## src/rtl/mem_access_unit_pkg.sv

```systemverilog
// Shared encodings for the load/store front end: access sizes, FSM states, default memory span.
// Latency: no logic here. Backpressure: no logic here.
package mem_access_unit_pkg;

  localparam logic [1:0] SZ_BYTE = 2'b00;
  localparam logic [1:0] SZ_HALF = 2'b01;
  localparam logic [1:0] SZ_WORD = 2'b10;

  localparam int unsigned MEM_BYTES_DEFAULT = 120;

  typedef enum logic [2:0] {
    S_IDLE   = 3'd0,
    S_RD     = 3'd1,
    S_RMW_RD = 3'd2,
    S_RMW_WR = 3'd3,
    S_WR     = 3'd4,
    S_RESP   = 3'd5
  } state_t;

  // Size code 11 counts as a word.
  function automatic logic [2:0] size_bytes(input logic [1:0] size);
    case (size)
      SZ_BYTE: return 3'd1;
      SZ_HALF: return 3'd2;
      default: return 3'd4;
    endcase
  endfunction

endpackage

```

## src/rtl/mem_lane_align.sv

```systemverilog
// Big-endian lane steering: extracts and extends load lanes, merges store lanes into a word.
// Latency: purely combinational. Backpressure: none.
module mem_lane_align
  import mem_access_unit_pkg::*;
(
  input  logic [31:0] word,
  input  logic [1:0]  offset,
  input  logic [1:0]  size,
  input  logic        sign_ext,
  input  logic [31:0] wdata,
  output logic [31:0] ld_val,
  output logic [31:0] st_word
);

  logic [4:0]  bsh;
  logic [4:0]  hsh;
  logic [7:0]  b;
  logic [15:0] h;

  always_comb begin
    // Offset 0 is the most significant lane, so the shift is (3 - offset) bytes.
    bsh     = {~offset, 3'b000};
    hsh     = {~offset[1], 4'b0000};
    b       = word[bsh +: 8];
    h       = word[hsh +: 16];
    ld_val  = word;
    st_word = wdata;
    case (size)
      SZ_BYTE: begin
        ld_val           = {{24{sign_ext & b[7]}}, b};
        st_word          = word;
        st_word[bsh +: 8] = wdata[7:0];
      end
      SZ_HALF: begin
        ld_val             = {{16{sign_ext & h[15]}}, h};
        st_word            = word;
        st_word[hsh +: 16] = wdata[15:0];
      end
      default: ;
    endcase
  end

endmodule

```

## src/rtl/mem_access_unit.sv

```systemverilog
// Load/store front end onto a word-only memory port; errors done in 1 cycle, loads/sw in 2, sb/sh (RMW) in 3.
// Backpressure: req is only sampled in IDLE; anything presented while busy is dropped, nothing is queued.
module mem_access_unit
  import mem_access_unit_pkg::*;
#(
  parameter int unsigned MEM_BYTES = MEM_BYTES_DEFAULT
) (
  input  logic        clk,
  input  logic        reset,
  input  logic        req,
  input  logic        we,
  input  logic [1:0]  size,
  input  logic        sign_ext,
  input  logic [31:0] addr,
  input  logic [31:0] wdata,
  output logic        busy,
  output logic        done,
  output logic [31:0] rdata,
  output logic        err_align,
  output logic        err_range,
  output logic [31:0] m_addr,
  output logic [31:0] m_din,
  output logic        m_rd,
  output logic        m_wr,
  input  logic [31:0] m_dout
);

  state_t      state;
  state_t      state_nxt;
  logic [31:0] addr_q;
  logic [31:0] wdata_q;
  logic [31:0] word_q;
  logic [1:0]  size_q;
  logic        sign_q;
  logic        ealign_q;
  logic        erange_q;

  logic        mis;
  logic        oor;
  logic [32:0] end_addr;
  logic        sub_word;
  logic [31:0] lane_word;
  logic [31:0] ld_val;
  logic [31:0] st_word;

  always_comb begin
    end_addr = {1'b0, addr} + {30'b0, size_bytes(size)};
    oor      = end_addr > 33'(MEM_BYTES);
    sub_word = (size == SZ_BYTE) || (size == SZ_HALF);
    case (size)
      SZ_BYTE: mis = 1'b0;
      SZ_HALF: mis = addr[0];
      default: mis = |addr[1:0];
    endcase
  end

  always_comb begin
    state_nxt = state;
    case (state)
      S_IDLE: begin
        if (req) begin
          if (mis || oor)  state_nxt = S_RESP;
          else if (!we)    state_nxt = S_RD;
          else if (sub_word) state_nxt = S_RMW_RD;
          else             state_nxt = S_WR;
        end
      end
      S_RD:     state_nxt = S_RESP;
      S_RMW_RD: state_nxt = S_RMW_WR;
      S_RMW_WR: state_nxt = S_RESP;
      S_WR:     state_nxt = S_RESP;
      S_RESP:   state_nxt = S_IDLE;
      default:  state_nxt = S_IDLE;
    endcase
  end

  // Loads extract straight from the port in RD so rdata is already valid during RESP.
  assign lane_word = (state == S_RD) ? m_dout : word_q;

  mem_lane_align u_lane (
    .word     (lane_word),
    .offset   (addr_q[1:0]),
    .size     (size_q),
    .sign_ext (sign_q),
    .wdata    (wdata_q),
    .ld_val   (ld_val),
    .st_word  (st_word)
  );

  always_comb begin
    busy      = (state != S_IDLE);
    done      = (state == S_RESP);
    err_align = (state == S_RESP) && ealign_q;
    err_range = (state == S_RESP) && erange_q;
    m_rd      = (state == S_RD) || (state == S_RMW_RD);
    m_wr      = (state == S_WR) || (state == S_RMW_WR);
    m_addr    = {addr_q[31:2], 2'b00};
    m_din     = '0;
    if (state == S_WR)     m_din = wdata_q;
    if (state == S_RMW_WR) m_din = st_word;
  end

  always_ff @(posedge clk) begin
    if (reset) begin
      state    <= S_IDLE;
      addr_q   <= '0;
      wdata_q  <= '0;
      word_q   <= '0;
      size_q   <= '0;
      sign_q   <= 1'b0;
      ealign_q <= 1'b0;
      erange_q <= 1'b0;
      rdata    <= '0;
    end else begin
      state <= state_nxt;
      if (state == S_IDLE && req) begin
        addr_q   <= addr;
        wdata_q  <= wdata;
        size_q   <= size;
        sign_q   <= sign_ext;
        ealign_q <= mis;
        erange_q <= oor;
      end
      if (state == S_RD || state == S_RMW_RD) word_q <= m_dout;
      if (state == S_RD) rdata <= ld_val;
    end
  end

endmodule
```

## config.mk

```make
export PLATFORM = sky130hd
export DESIGN_NAME = mem_access_unit
export DESIGN_NICKNAME = d
export VERILOG_FILES = /design/src/rtl/mem_access_unit_pkg.sv /design/src/rtl/mem_lane_align.sv /design/src/rtl/mem_access_unit.sv
export SDC_FILE = /design/constraint.sdc
export NUM_CORES = 1
export LEC_CHECK = 0
export CAP_MARGIN = 10
export CORE_MARGIN = 2
export CORE_UTILIZATION = 35
export CTS_CLUSTER_SIZE = 25
export DETAILED_ROUTE_END_ITERATION = 8
export SETUP_SLACK_MARGIN = 0.02
export SLEW_MARGIN = 20
export SYNTH_ARGS = -nofsm -noshare
export SYNTH_HDL_FRONTEND = slang
export SYNTH_SLANG_ARGS = --single-unit
```

## constraint.sdc

```tcl
create_clock -name clk -period 3.3 [get_ports clk]
set_input_delay 0.495 -clock clk [delete_from_list [all_inputs] [get_ports clk]]
set_output_delay 0.495 -clock clk [all_outputs]
set_load 0.02 [all_outputs]
```

-- After elaboration in Yosys (flattened, before gate mapping)
Index checks and enable logic that the tools add are counted.
- input bits: 103
- word-level logic and storage cells: 58
- register bits after elaboration: 136
- output and inout bits: 102
- reductions and logical operators: 13
- eq/ne operators: 8
- order comparisons: 1
- add/subtract/negate cells: 3
- muxes and demuxes: 14
- bitwise gates (word level): 4
- shifts and indexed selects: 6
- operator list (kind ; number):
    one-hot mux 32 bit (2 select lines) ; 2
    two-way mux 32 bit ; 3
    bitwise mux 32 bit ; 2
    adder 32 x 3 -> 33 bit ; 1
    > comparator 33 x 7 -> 1 bit (second input constant) ; 1
    variable shift 16 x 7 -> 32 bit (first input constant) ; 1
    variable shift 8 x 7 -> 32 bit (first input constant) ; 1
    indexed part select 16 x 7 -> 32 bit ; 1
    indexed part select 32 x 6 -> 16 bit ; 1
    indexed part select 32 x 6 -> 8 bit ; 1
    indexed part select 8 x 7 -> 32 bit ; 1
    negation 5 -> 7 bit ; 2
    two-way mux 3 bit ; 4
    one-hot mux 3 bit (3 select lines) ; 1
    == test 3 x 2 -> 1 bit (second input constant) ; 2
    == test 3 bit (second input constant) ; 2
    one-hot mux 3 bit (2 select lines) ; 1
    == test 2 x 1 -> 1 bit (second input constant) ; 2
    zero test 2 bit ; 2
    logical OR 1 bit ; 4
    == test 3 x 1 -> 1 bit (second input constant) ; 1
    logical AND 1 bit ; 3
    zero test 3 bit ; 1
    nonzero test 3 bit ; 1
    other kinds (7) ; 8

-- Longest topological paths before layout
- depth after elaboration: 8
- mapped depth: 11
- depth with buffers taken out: 10

-- By module
Synthesis repeated with hierarchy kept, for this count alone.
- cell total of the unflattened synthesis: 1131
- area, all modules: 8012.7 µm²
- modules (own cells, without submodules) (module ; instances ; area each (µm²) ; cells an instance):
    mem_access_unit ; 1 ; 6486.2 ; 899
    mem_lane_align ; 1 ; 1526.5 ; 232

-- Worst setup path before layout
OpenSTA, ideal clock, no wires.
- path type: input -> register
- start point: input size[1]
- end point: register erange_q
- stages: 11
- arrival time: 2.756 ns
- buffers on the path: 1
- slack: 0.407 ns
- cell sequence: nor2_1 ha_1 fa_1 a21oi_1 or2_1 clkbuf_1 nor4_1 or3_1 a2111oi_2 and3_1 a31oi_1
- longest elaborated chain between the ends: 4
- RTL lines (element ; line ; RTL):
    start: declaration ; mem_access_unit.sv:12 ; input logic [1:0] size,
    == test 2 x 1 -> 1 bit or zero test 2 bit (tied branches) ; mem_access_unit_pkg.sv:22 ; case (size)
    one-hot mux 3 bit (2 select lines) (*) ; mem_access_unit_pkg.sv:22 ;
    adder 32 x 3 -> 33 bit (*) ; mem_access_unit.sv:47 ; end_addr = {1'b0, addr} + {30'b0, size_bytes(size)};
    > comparator 33 x 7 -> 1 bit (*) ; mem_access_unit.sv:48 ; oor = end_addr > 33'(MEM_BYTES);
    end signal: assignment ; mem_access_unit.sv:122 ; erange_q <= oor;
    end: declaration ; mem_access_unit.sv:36 ; logic erange_q;
Every way passes the cells marked *; elsewhere a longest branch is shown, timed or not.
A chain may end at the register's enable or synchronous reset.

-- Worst setup path after layout
- start point: register state[1]
- end point: output m_din[19]
- longest elaborated chain between the ends: 5
- RTL lines (element ; line ; RTL):
    start: declaration ; mem_access_unit.sv:28 ; state_t state;
    start signal: assignment ; mem_access_unit.sv:115 ; state <= state_nxt;
    == test 3 x 1 -> 1 bit ; mem_access_unit.sv:78 ; assign lane_word = (state == S_RD) ? m_dout : word_q;
    two-way mux 32 bit ; mem_access_unit.sv:78 ;
    bitwise mux 32 bit, on equally long branches ; mem_lane_align.sv:37, mem_lane_align.sv:32 ;
    one-hot mux 32 bit (2 select lines) ; mem_lane_align.sv:28 ; case (size)
    two-way mux 32 bit (*) ; mem_access_unit.sv:100 ; if (state == S_RMW_WR) m_din = st_word;
    end: declaration ; mem_access_unit.sv:22 ; output logic [31:0] m_din,
Marked as above.

==> flow_summary.ini <==
[clocking]
cts_htree_levels = 4
cts_root_buf = clkbuf_16
cts_buffer_depth = 2
path_clk_slew_ns = 0.06
hold_buffers = 0
clock_latency_ns = 0.42
cts_tree = done
numCtsBuffers = 17
cts.sinks = 136

[critical_path]
path_buf_inv = 2
reg2reg_to = rdata[17]
cp.required_ns = 2.80
path_cells = nor3b_4, buf_12, mux2i_2, o21ai_0, a221oi_1, o21ai_0, clkdlybuf4s50_1
r2r-start = state[1]
critPathTopFamily = buffers and inverters
worst-endpoint-arrival_ns = 2.76
slowest_stage = clkdlybuf4s50_1
cp_common_cell = o21ai_0
rr_worst_depth = 10
cpPeakStageDelay_ns = 0.55
worst_setup_path_start_kind = flip-flop
worst-path-max-fanout = 21
reg2reg_slack_ns = 0.68
crit_type = reg2out
endpoint_kind = output port

[yosys]
synthTopCellsByArea = dfxtp_1 (36%), nand2_1 (14%), a21oi_1 (8.4%)
synth_enable_flop_cells = 0
syn-cell-area_sq_um = 7670
synthFlopType = dfxtp_1
synth_top_area_share_pct = 35.5
yosys_warnings = 0
ys_types = 65
syn_inst = 1033
synth_area_leader_cell = dfxtp_1
avgSynthCellArea_sq_um = 7.42
ys_ff_latch = 136
synth_async_sr_flop_share_pct = 0
ys_seq_area_share_pct = 35.5

[detailed_routing]
drtPass1Iterations = 5
drc = 0
drt_iter0_drc = 648
wl_per_cell_microns = 17.9
vias = 8055
wl_microns = 27000
vias_per_cell = 5.34
final_antenna_net_count = 0

[power_and_ir_drop]
power.switching_mw = 1.54
p_int_mw = 3.51
p_comb_share_pct = 24.3
p_clk_share_pct = 39.4
power_density_nw_per_um2 = 468
power.share.switching_pct = 30.5
p_seq_share_pct = 36.3
vdd_drop_max_mv = 0.299
power.leakage_nw = 4.01

[layout]
fillers = 2109
stdcell_count = 1509
area_growth_pct = 41.0
drive_above_1_share_pct = 12.9
diodes = 0
final_nets = 1328

[floorplanning]
dieHeight_microns = 152
io_pins = 205
die_w_microns = 152
placementRows = 54
core_sq_um = 21700
initial_core_util_pct = 35.3
die-area_sq_um = 23100

[timing]
tightest_slew_ns = 0.866
slew_headroom_pct = 42.1
fmax_mhz = 308
setup_tns_ns = 0
finalHoldViolations = 0
timing.final.crit_share_pct = 98.5
period_needed_ns = 3.25
rsz0062_at_grt = true
setup_viol = 0
slew_viol_final = 0
worst_clock_skew_ns = 0.00457

[global_route]
globalRoute.totalOverflow = 0
grt_pass1_vias = 7590
grt_usage_pct = 22.9
antenna_found_initial = 0
grt_pass1_wl_microns = 42700
grt_start_max_net_pins = 49

[placement]
port_buffers = 202
placed_cells = 1475
dp_hpwl_microns = 19900
gp_congestion = 0.928

[hold_path]
min_to = rdata[4]
hold_start = rdata[4]
hp-class = reg2reg
min_path_cells = 2

[run]
cap_violations = 0

[run_status]
outcome = finished, final reports clean
[tightest hold or removal path, stage by stage, from the launching register on]
cell and delay, ns:
dfxtp_1 0.31, nand2_1 0.05, a21oi_1 0.05
[synth_stat cells (all sizes together), types with 5 or more instances]
| master | n |
|---|---|
| o21ai | 52 |
| buf | 49 |
| nand2 | 288 |
| dfxtp | 136 |
| nand4 | 8 |
| nor3 | 11 |
| and2 | 6 |
| a22o | 9 |
| a221oi | 17 |
| nor4 | 6 |
| and3 | 7 |
| a21oi | 129 |
| o22ai | 9 |
| nor2 | 57 |
| ha | 8 |
| nand3 | 17 |
| a31oi | 5 |
| clkbuf | 58 |
| o211ai | 15 |
| mux2i | 41 |
| inv | 10 |
| a211oi | 28 |
| mux2 | 7 |
[cell type report]
class / count / area [sq um] / area share, %
Inverter: 11 / 41.3 / 0.382
Sequential cell: 136 / 2720 / 25.2
Tap cell: 280 / 350 / 3.24
Multi-Input combinational cell: 780 / 4480 / 41.4
Timing Repair Buffer: 270 / 2600 / 24.1
Clock buffer: 18 / 439 / 4.06
Clock inverter: 14 / 173 / 1.60
[registers in the layout, indices dropped and copies added (netlist names)]
| signal | flops |
|---|---|
| size_q | 2 |
| state | 3 |
| sign_q | 1 |
| rdata | 32 |
| erange_q | 1 |
| word_q | 32 |
| addr_q | 32 |
| ealign_q | 1 |
| wdata_q | 32 |
[metal layers]
layer  track usage [%]  part of all wire (%)
met1              31.1                    46
met2              36.0                    45
met3              5.02                   6.3
met4              8.32                   2.5
met5                 0                     0
[through the flow]
step,utilization (%),setup WS (ns),hold WS [ns],cell area (sq um),total power [mW]
after floorplan,-,0.407,0.432,7670,2.52
after global placement,46.3,-0.0635,0.441,10000,3.04
after detailed placement,46.3,-0.179,0.445,10000,3.04
after CTS,49.5,-0.00403,0.453,10700,5.08
after global routing,49.8,-0.113,0.463,10800,5.27
final,49.8,0.0496,0.450,10800,5.05
[logic make-up (layout without fill, tap and decap cells)]
logic type | Yosys count | in the layout | share of synthesized area [%]
compound gates | 287 | 287 | 24.0
xor+xnor | 8 | 8 | 0.914
flops | 136 | 136 | 35.5
fa+ha+maj | 9 | 9 | 1.57
mux | 49 | 49 | 6.68
other cells | 1 | 2 | 0.0489
buf+inv | 118 | 313 | 7.74
simple gates | 425 | 425 | 23.6
[timing repair]
action,in CTS,in global routing
gates resized for setup,35,23
gates cloned,1,0
pin swaps,1,0
setup endpoints to repair,24,20
buffers inserted,1,0
[how the worst max path moves through the flow]
stage          startpoint   endpoint  cells past startpoint
3_3_place_gp      size[1]   erange_q                     11
4_1_cts         addr_q[0]  m_din[25]                      7
3_5_place_dp      size[0]   erange_q                     10
2_1_floorplan     size[1]   erange_q                     11
6_report         state[1]  m_din[19]                      7
5_1_grt          state[1]  m_din[20]                      7
[power by group through the flow]
stage / sequential (mW) / combinational, mW / clock, mW
5_1_grt: 1.85 / 1.33 / 2.10
2_1_floorplan: 1.89 / 0.631 / 0
3_5_place_dp: 1.87 / 1.18 / 0
6_report: 1.83 / 1.23 / 1.99
4_1_cts: 1.83 / 1.21 / 2.03
3_3_place_gp: 1.86 / 1.18 / 0
[cell usage in the layout (no fill, tap or decap), types with 6 or more instances in the layout]
| cell type | netlist | routed |
|---|---|---|
| dfxtp_1 | 136 | 136 |
| o21ai_0 | 48 | 47 |
| ha_1 | 8 | 8 |
| nor4_1 | 6 | 6 |
| clkdlybuf4s50_1 | 0 | 172 |
| o22ai_1 | 9 | 9 |
| nand4_1 | 7 | 7 |
| inv_1 | 10 | 10 |
| a211oi_2 | 10 | 10 |
| buf_4 | 33 | 65 |
| a211oi_1 | 18 | 18 |
| and3_1 | 7 | 6 |
| clkbuf_16 | 0 | 17 |
| dlygate4sd2_1 | 0 | 16 |
| mux2i_1 | 41 | 23 |
| a221oi_1 | 17 | 14 |
| a22o_1 | 9 | 9 |
| nor3_1 | 11 | 10 |
| dlymetal6s2s_1 | 0 | 12 |
| nand2_1 | 288 | 287 |
| nand3_1 | 16 | 16 |
| o211ai_1 | 15 | 15 |
| mux2i_2 | 0 | 16 |
| a21oi_1 | 129 | 129 |
| nor2_1 | 56 | 55 |
| mux2_2 | 7 | 7 |
Note: power is estimated with default switching activity, not from simulation.
